**config.mk**
```make
export PLATFORM = sky130hd
export DESIGN_NAME = rgb_led_arbiter
export DESIGN_NICKNAME = d
export VERILOG_FILES = /design/src/rtl/led_pkg.sv /design/src/rtl/led_blink_gen.sv /design/src/rtl/rgb_led_arbiter.sv
export SDC_FILE = /design/constraint.sdc
export NUM_CORES = 1
export LEC_CHECK = 0
export ABC_CLOCK_PERIOD_IN_PS = 3800
export CAP_MARGIN = 10
export CELL_PAD_IN_SITES_DETAIL_PLACEMENT = 1
export CELL_PAD_IN_SITES_GLOBAL_PLACEMENT = 2
export CORE_MARGIN = 2
export CORE_UTILIZATION = 41
export DETAILED_ROUTE_END_ITERATION = 12
export DONT_BUFFER_PORTS = 1
export MAX_ROUTING_LAYER = met4
export PLACE_DENSITY = 0.87
export SLEW_MARGIN = 20
export SYNTH_ARGS = -nofsm -noshare
export SYNTH_HDL_FRONTEND = slang
export SYNTH_HIERARCHICAL = 1
export SYNTH_SLANG_ARGS = --single-unit
```
**constraint.sdc**
```tcl
create_clock -name CLK -period 3.8 [get_ports CLK]
set_clock_uncertainty 0.05 [all_clocks]
set_input_delay 0.76 -clock CLK [delete_from_list [all_inputs] [get_ports CLK]]
set_output_delay 0.76 -clock CLK [all_outputs]
set_load 0.01 [all_outputs]
```
**src/rtl/led_pkg.sv**
```systemverilog
// ---------------------------------------------------------------------------
// led_pkg
// Shared types and constants for the RGB LED arbiter.
//   state_t  : arbiter FSM states (IDLE, SHOW, GAP)
//   rgb_t    : 3-bit colour, {R,G,B}, 1 = lit
//   RGB_*    : named colour constants
//   rgb_gate : returns the colour when 'on', dark otherwise
// ---------------------------------------------------------------------------
package led_pkg;

    typedef enum logic [1:0] {
        IDLE = 2'd0,
        SHOW = 2'd1,
        GAP  = 2'd2
    } state_t;

    typedef logic [2:0] rgb_t;

    localparam rgb_t RGB_OFF     = 3'b000;
    localparam rgb_t RGB_RED     = 3'b100;
    localparam rgb_t RGB_GREEN   = 3'b010;
    localparam rgb_t RGB_BLUE    = 3'b001;
    localparam rgb_t RGB_YELLOW  = 3'b110;
    localparam rgb_t RGB_CYAN    = 3'b011;
    localparam rgb_t RGB_MAGENTA = 3'b101;
    localparam rgb_t RGB_WHITE   = 3'b111;

    function automatic rgb_t rgb_gate(input rgb_t colour, input logic on);
        return on ? colour : RGB_OFF;
    endfunction

endpackage

```
**src/rtl/led_blink_gen.sv**
```systemverilog
// ---------------------------------------------------------------------------
// led_blink_gen
// Blink phase generator. The phase toggles every BLINK_HALF enabled cycles,
// counted from the last clear. A clear restarts the count with the phase ON.
// Ports:
//   clk        in   system clock
//   rst        in   asynchronous, active-high reset
//   clear      in   synchronous restart (grant entry); wins over enable
//   enable     in   count this cycle (owner being displayed)
//   phase_next out  phase value that will be held after the coming edge,
//                   so the parent can register its LED outputs in step
// ---------------------------------------------------------------------------
module led_blink_gen #(
    parameter int BLINK_HALF = 500_000
) (
    input  logic clk,
    input  logic rst,
    input  logic clear,
    input  logic enable,
    output logic phase_next
);

    localparam int              CW   = $clog2(BLINK_HALF + 1);
    localparam logic [CW-1:0]   LAST = CW'(BLINK_HALF - 1);

    logic [CW-1:0] count_q, count_d;
    logic          phase_q;

    // NOTE: every signal driven here gets a default first, so no latch is inferred.
    always_comb begin
        count_d    = count_q;
        phase_next = phase_q;
        if (clear) begin
            count_d    = '0;
            phase_next = 1'b1;
        end else if (enable) begin
            if (count_q == LAST) begin
                count_d    = '0;
                phase_next = ~phase_q;
            end else begin
                count_d = count_q + 1'b1;
            end
        end
    end

    // NOTE: state uses non-blocking assignments so every flop samples pre-edge values.
    always_ff @(posedge clk or posedge rst) begin
        if (rst) begin
            count_q <= '0;
            phase_q <= 1'b0;
        end else begin
            count_q <= count_d;
            phase_q <= phase_next;
        end
    end

endmodule

```
**src/rtl/rgb_led_arbiter.sv**
```systemverilog
// ---------------------------------------------------------------------------
// rgb_led_arbiter
// Shares one RGB LED among N_REQ requesters. Fixed priority (index 0 highest),
// minimum display hold before preemption, a dark gap between owners, and an
// optional blink of the granted colour. All outputs come straight from flops.
// Ports:
//   CLK        in   system clock
//   RST        in   asynchronous, active-high reset
//   REQ        in   level-sensitive request per requester
//   REQ_COLOR  in   {R,G,B} per requester, REQ_COLOR[3i+2:3i]
//   REQ_BLINK  in   1 = blink the granted colour
//   GRANT      out  one-hot current owner, 0 when no owner
//   BUSY       out  1 while in SHOW or GAP
//   LED_R/G/B  out  LED drives, 1 = lit
// ---------------------------------------------------------------------------
module rgb_led_arbiter
    import led_pkg::*;
#(
    parameter int N_REQ      = 4,
    parameter int BLINK_HALF = 500_000,
    parameter int MIN_HOLD   = 6_000_000,
    parameter int GAP_CYCLES = 1_200_000
) (
    input  logic                 CLK,
    input  logic                 RST,
    input  logic [N_REQ-1:0]     REQ,
    input  logic [3*N_REQ-1:0]   REQ_COLOR,
    input  logic [N_REQ-1:0]     REQ_BLINK,
    output logic [N_REQ-1:0]     GRANT,
    output logic                 BUSY,
    output logic                 LED_R,
    output logic                 LED_G,
    output logic                 LED_B
);

    localparam int            IW       = (N_REQ > 1) ? $clog2(N_REQ) : 1;
    localparam int            HW       = $clog2(MIN_HOLD + 1);
    localparam int            GW       = $clog2(GAP_CYCLES + 1);
    localparam logic [HW-1:0] HOLD_MAX = HW'(MIN_HOLD);
    localparam logic [GW-1:0] GAP_LAST = GW'(GAP_CYCLES - 1);

    state_t           state_q, state_d;
    logic [IW-1:0]    owner_q, owner_d, win_idx;
    rgb_t             colour_q, colour_d, win_colour;
    logic             blink_q, blink_d, win_blink;
    logic [HW-1:0]    hold_q, hold_d;
    logic [GW-1:0]    gap_q, gap_d;
    logic             any_req, higher_req, owner_req;
    logic             grant_entry, phase_next;
    logic [N_REQ-1:0] grant_d;
    rgb_t             led_d, led_q;
    logic             busy_d;

    // Priority encoder: scan from the lowest priority up so the lowest set
    // index is the last one written and therefore wins.
    always_comb begin
        win_idx    = '0;
        win_colour = RGB_OFF;
        win_blink  = 1'b0;
        any_req    = 1'b0;
        for (int i = N_REQ - 1; i >= 0; i--) begin
            if (REQ[i]) begin
                win_idx    = IW'(i);
                win_colour = REQ_COLOR[3*i +: 3];
                win_blink  = REQ_BLINK[i];
                any_req    = 1'b1;
            end
        end
    end

    // Owner's own request and any request of strictly higher priority.
    always_comb begin
        owner_req  = 1'b0;
        higher_req = 1'b0;
        for (int i = 0; i < N_REQ; i++) begin
            if (IW'(i) == owner_q) owner_req = REQ[i];
            if (IW'(i) < owner_q)  higher_req = higher_req | REQ[i];
        end
    end

    // Next-state logic. The gap counter is cleared when GAP is left, so it is
    // already zero on every GAP entry.
    always_comb begin
        state_d     = state_q;
        grant_entry = 1'b0;
        hold_d      = hold_q;
        gap_d       = gap_q;
        unique case (state_q)
            IDLE: begin
                if (any_req) begin
                    state_d     = SHOW;
                    grant_entry = 1'b1;
                end
            end
            SHOW: begin
                // A dropped owner request leaves at once; preemption waits
                // for the hold to saturate. Both at once is still one exit.
                if (!owner_req || (hold_q == HOLD_MAX && higher_req)) begin
                    state_d = GAP;
                end else if (hold_q != HOLD_MAX) begin
                    hold_d = hold_q + 1'b1;
                end
            end
            GAP: begin
                if (gap_q == GAP_LAST) begin
                    gap_d = '0;
                    if (any_req) begin
                        state_d     = SHOW;
                        grant_entry = 1'b1;
                    end else begin
                        state_d = IDLE;
                    end
                end else begin
                    gap_d = gap_q + 1'b1;
                end
            end
            default: state_d = IDLE;
        endcase
        if (grant_entry) hold_d = '0;
    end

    // Colour and blink mode are captured only at grant entry.
    assign owner_d  = grant_entry ? win_idx    : owner_q;
    assign colour_d = grant_entry ? win_colour : colour_q;
    assign blink_d  = grant_entry ? win_blink  : blink_q;

    led_blink_gen #(
        .BLINK_HALF (BLINK_HALF)
    ) u_blink (
        .clk        (CLK),
        .rst        (RST),
        .clear      (grant_entry),
        .enable     (state_q == SHOW),
        .phase_next (phase_next)
    );

    // Output values for the coming cycle, derived from the next state so the
    // registered outputs line up with the state they describe.
    always_comb begin
        grant_d = '0;
        led_d   = RGB_OFF;
        if (state_d == SHOW) begin
            for (int i = 0; i < N_REQ; i++) begin
                grant_d[i] = (owner_d == IW'(i));
            end
            led_d = rgb_gate(colour_d, !blink_d || phase_next);
        end
    end

    assign busy_d = (state_d != IDLE);

    always_ff @(posedge CLK or posedge RST) begin
        if (RST) begin
            state_q  <= IDLE;
            owner_q  <= '0;
            colour_q <= RGB_OFF;
            blink_q  <= 1'b0;
            hold_q   <= '0;
            gap_q    <= '0;
            GRANT    <= '0;
            BUSY     <= 1'b0;
            led_q    <= RGB_OFF;
        end else begin
            state_q  <= state_d;
            owner_q  <= owner_d;
            colour_q <= colour_d;
            blink_q  <= blink_d;
            hold_q   <= hold_d;
            gap_q    <= gap_d;
            GRANT    <= grant_d;
            BUSY     <= busy_d;
            led_q    <= led_d;
        end
    end

    assign {LED_R, LED_G, LED_B} = led_q;

endmodule

```
==> flow_summary.yaml <==
place:
  dp_hpwl_um: 6900
  place_area_um2: 4310
  gp_congestion: 0.786
  portBuffers: 0
synth:
  synth_nets: 457
  synth_seq_cells: 80
  async_flop_share_pct: 100
  synth_ff_type: "dfrtp_1"
  synthCells: 431
  avgSynthCellArea_um2: 9.71
  yosysWarnings: 6
  ys_seq_area_share_pct: 47.8
  netlist_area_um2: 4190
  synth-edff-count: 0
  ys_types: 65
outcome:
  status: "completed"
worst_setup_path:
  ff2ff_setup_slack_ps: 810
  critical_path_class: "flip-flop to flip-flop"
  endpoint_kind: "flip-flop"
  r2r_start: "gap_q[7]$_DFFE_PP0N_"
  required_ps: 4030
  cp-start-kind: "flip-flop"
  critPathMaxFanout: 11
  critPathLaunch: "gap_q[7]$_DFFE_PP0N_"
  cp.arrival_ps: 3220
  worstRegToRegCells: 7
  r2r-end: "u_blink/count_q[15]$_DFFE_PP0P_"
  crit_end: "u_blink/count_q[15]$_DFFE_PP0P_"
clocking:
  cts_max_path_buffers: 2
  cts_tree: "done"
  clock_latency_ps: 360
  clockRootBuffer: "clkbuf_8"
  postCtsSetupBuffers: 0
  cts_sinks: 80
  cts_resized: 0
  htree_levels: 3
  holdBufCountCts: 0
  cts_inserted_buffers: 9
  clkTransAtPathRegs_ps: 90
layout:
  layout_common_cells: "dfrtp_1 (80), nor2_1 (56), nand2_1 (34)"
  diodes: 0
  area_growth_pct: 7.09
  fin_area_um2: 4480
  fill_cells: 1172
  layout.nets: 459
  fin_util_pct: 45.6
  drive_gt1_share_pct: 9.36
  final_common_cell: "dfrtp_1"
sta:
  slew_violations: 0
  period_needed_ps: 2990
  fmax_mhz: 334
  holdWs_ps: 349
  min_period_over_period_pct: 78.8
  setup_tns_ps: 0
  setup_viol: 0
  worst_slew_pin_slew_ps: 795
  hold_viol: 0
  rsz0062_at_grt: "no"
  max_slew_margin_pct: 46.9
route:
  via_per_inst: 5.55
  vias: 3168
  wirelength_um: 9610
  drt-pass1-iter-count: 4
  drtIter0Drc: 144
  final_antenna_net_count: 0
  routedWlPerCell_um: 16.8
  drc: 0
global_routing:
  grt_pass1_vias: 3340
  overflow: 0
  grt_pass1_wl_um: 16700
  track_usage_pct: 19.5
  antenna_found_initial: 0
  grt_start_max_net_pins: 40
power:
  vdd_drop_max_mv: 0.181
  seqPwrFrac_pct: 48.3
  netSwitchingFraction_pct: 36.6
  netSwitchingPower_mw: 0.832
  power_frac_comb_pct: 26.5
  power_density_nw_per_um2: 506
  internal_power_mw: 1.44
  power_mw: 2.27
  clockPowerShare_pct: 25.2
  leakage_nw: 1.87
flow_run:
  maxCapViolCount: 0
floorplanning:
  core_um2: 9820
  die_h_um: 105
  dieWidth_um: 105
  io_pins: 30
  num_rows: 36
  start_util_pct: 42.6
  die_area_um2: 11000
worst_hold_path:
  hold_path_class: "input port to asynchronous set/reset pin"
==> cell usage after synthesis, types with 4 or more instances <==
master     n  area share (%)
o21ai_0   11             1.3
dfrtp_1   80              48
nand3_1   21             2.5
buf_2      7            0.84
or3_1      8             1.2
a21oi_1   18             2.2
nor2_1    56             5.0
and4_1     4            0.84
clkbuf_1   5            0.45
a211oi_1   5            0.90
inv_1     18             1.6
and3_1     5            0.75
nand2_1   34             3.0
xnor2_1   17             3.6
nor2b_1    7             1.0
nand4_1   19             2.8
ha_1       4             1.2
xor2_1    28             5.9
nor4_1    11             1.6
nor3_1    15             1.8
==> worst min-delay path by stage <==
stage / end / slack, ps
2_1_floorplan: gap_q[12]$_DFFE_PP0N_ / 400
3_3_place_gp: gap_q[19]$_DFFE_PP0N_ / 430
3_5_place_dp: gap_q[12]$_DFFE_PP0N_ / 430
4_1_cts: hold_q[11]$_DFFE_PP0P_ / 360
5_1_grt: hold_q[11]$_DFFE_PP0P_ / 400
6_report: hold_q[11]$_DFFE_PP0P_ / 350
==> cell families (layout without fill, tap and decap cells) <==
logic type               Yosys count  after routing  share of synthesized area (%)
AND/OR/NAND/NOR                  204            204                           26.1
AO/OA/AOI/OAI                     62             62                           10.6
flip-flops                        80             80                           47.8
adder cells (fa/ha/maj)            4              4                           1.20
multiplexers                       4              4                           1.29
XOR/XNOR                          45             45                           9.42
buffers and inverters             32             39                           3.53
==> critical path, cell delays in order, from the launching register on <==
cell and delay, ps:
dfrtp_1 450, or4b_4 570, nor4_4 350, a31o_4 300, o211ai_2 130, or4_4 530
or3_1 360, a21oi_1 170
==> sequential cells by signal, summed over array words and instances (netlist names) <==
register,cells
u_blink/count_q,19
gap_q,21
owner_q,2
BUSY,1
colour_q,3
GRANT,4
state_q,2
led_q,3
blink_q,1
u_blink/phase_q,1
hold_q,23
==> stage by stage <==
stage / setup WS, ps / std cells
finish: 807 / 571
global route: 622 / 571
CTS: 795 / 571
detailed placement: 838 / 555
global placement: 908 / 555
floorplan: 577 / 431
==> power groups by stage <==
stage / logic [mW] / registers, mW / clock network [mW]
after global placement: 0.589 / 1.11 / 0
after global routing: 0.682 / 1.12 / 0.627
after detailed placement: 0.608 / 1.11 / 0
after CTS: 0.613 / 1.10 / 0.598
after floorplan: 0.517 / 1.07 / 0
final: 0.601 / 1.10 / 0.571
==> layout make-up <==
class                      count  area (µm²)  share of cell area [%]
clock buffer                  11         141                    3.15
inverter                      18        67.6                    1.51
timing repair buffer           5        37.5                   0.838
sequential                    80        2000                    44.7
tap                          133         166                    3.71
clock inverter                 5        31.3                   0.698
multi-input combinational    319        2040                    45.4
==> metal layers <==
layer,GRT usage [%],vias to the layer above,part of all wire (%)
met3,5.61,10,3.6
li1,-,1532,-
met2,30.8,21,49
met1,24.0,1605,46
met4,6.95,0,1.4
met5,-,-,0
No activity file was read; power rests on OpenSTA's default activity.
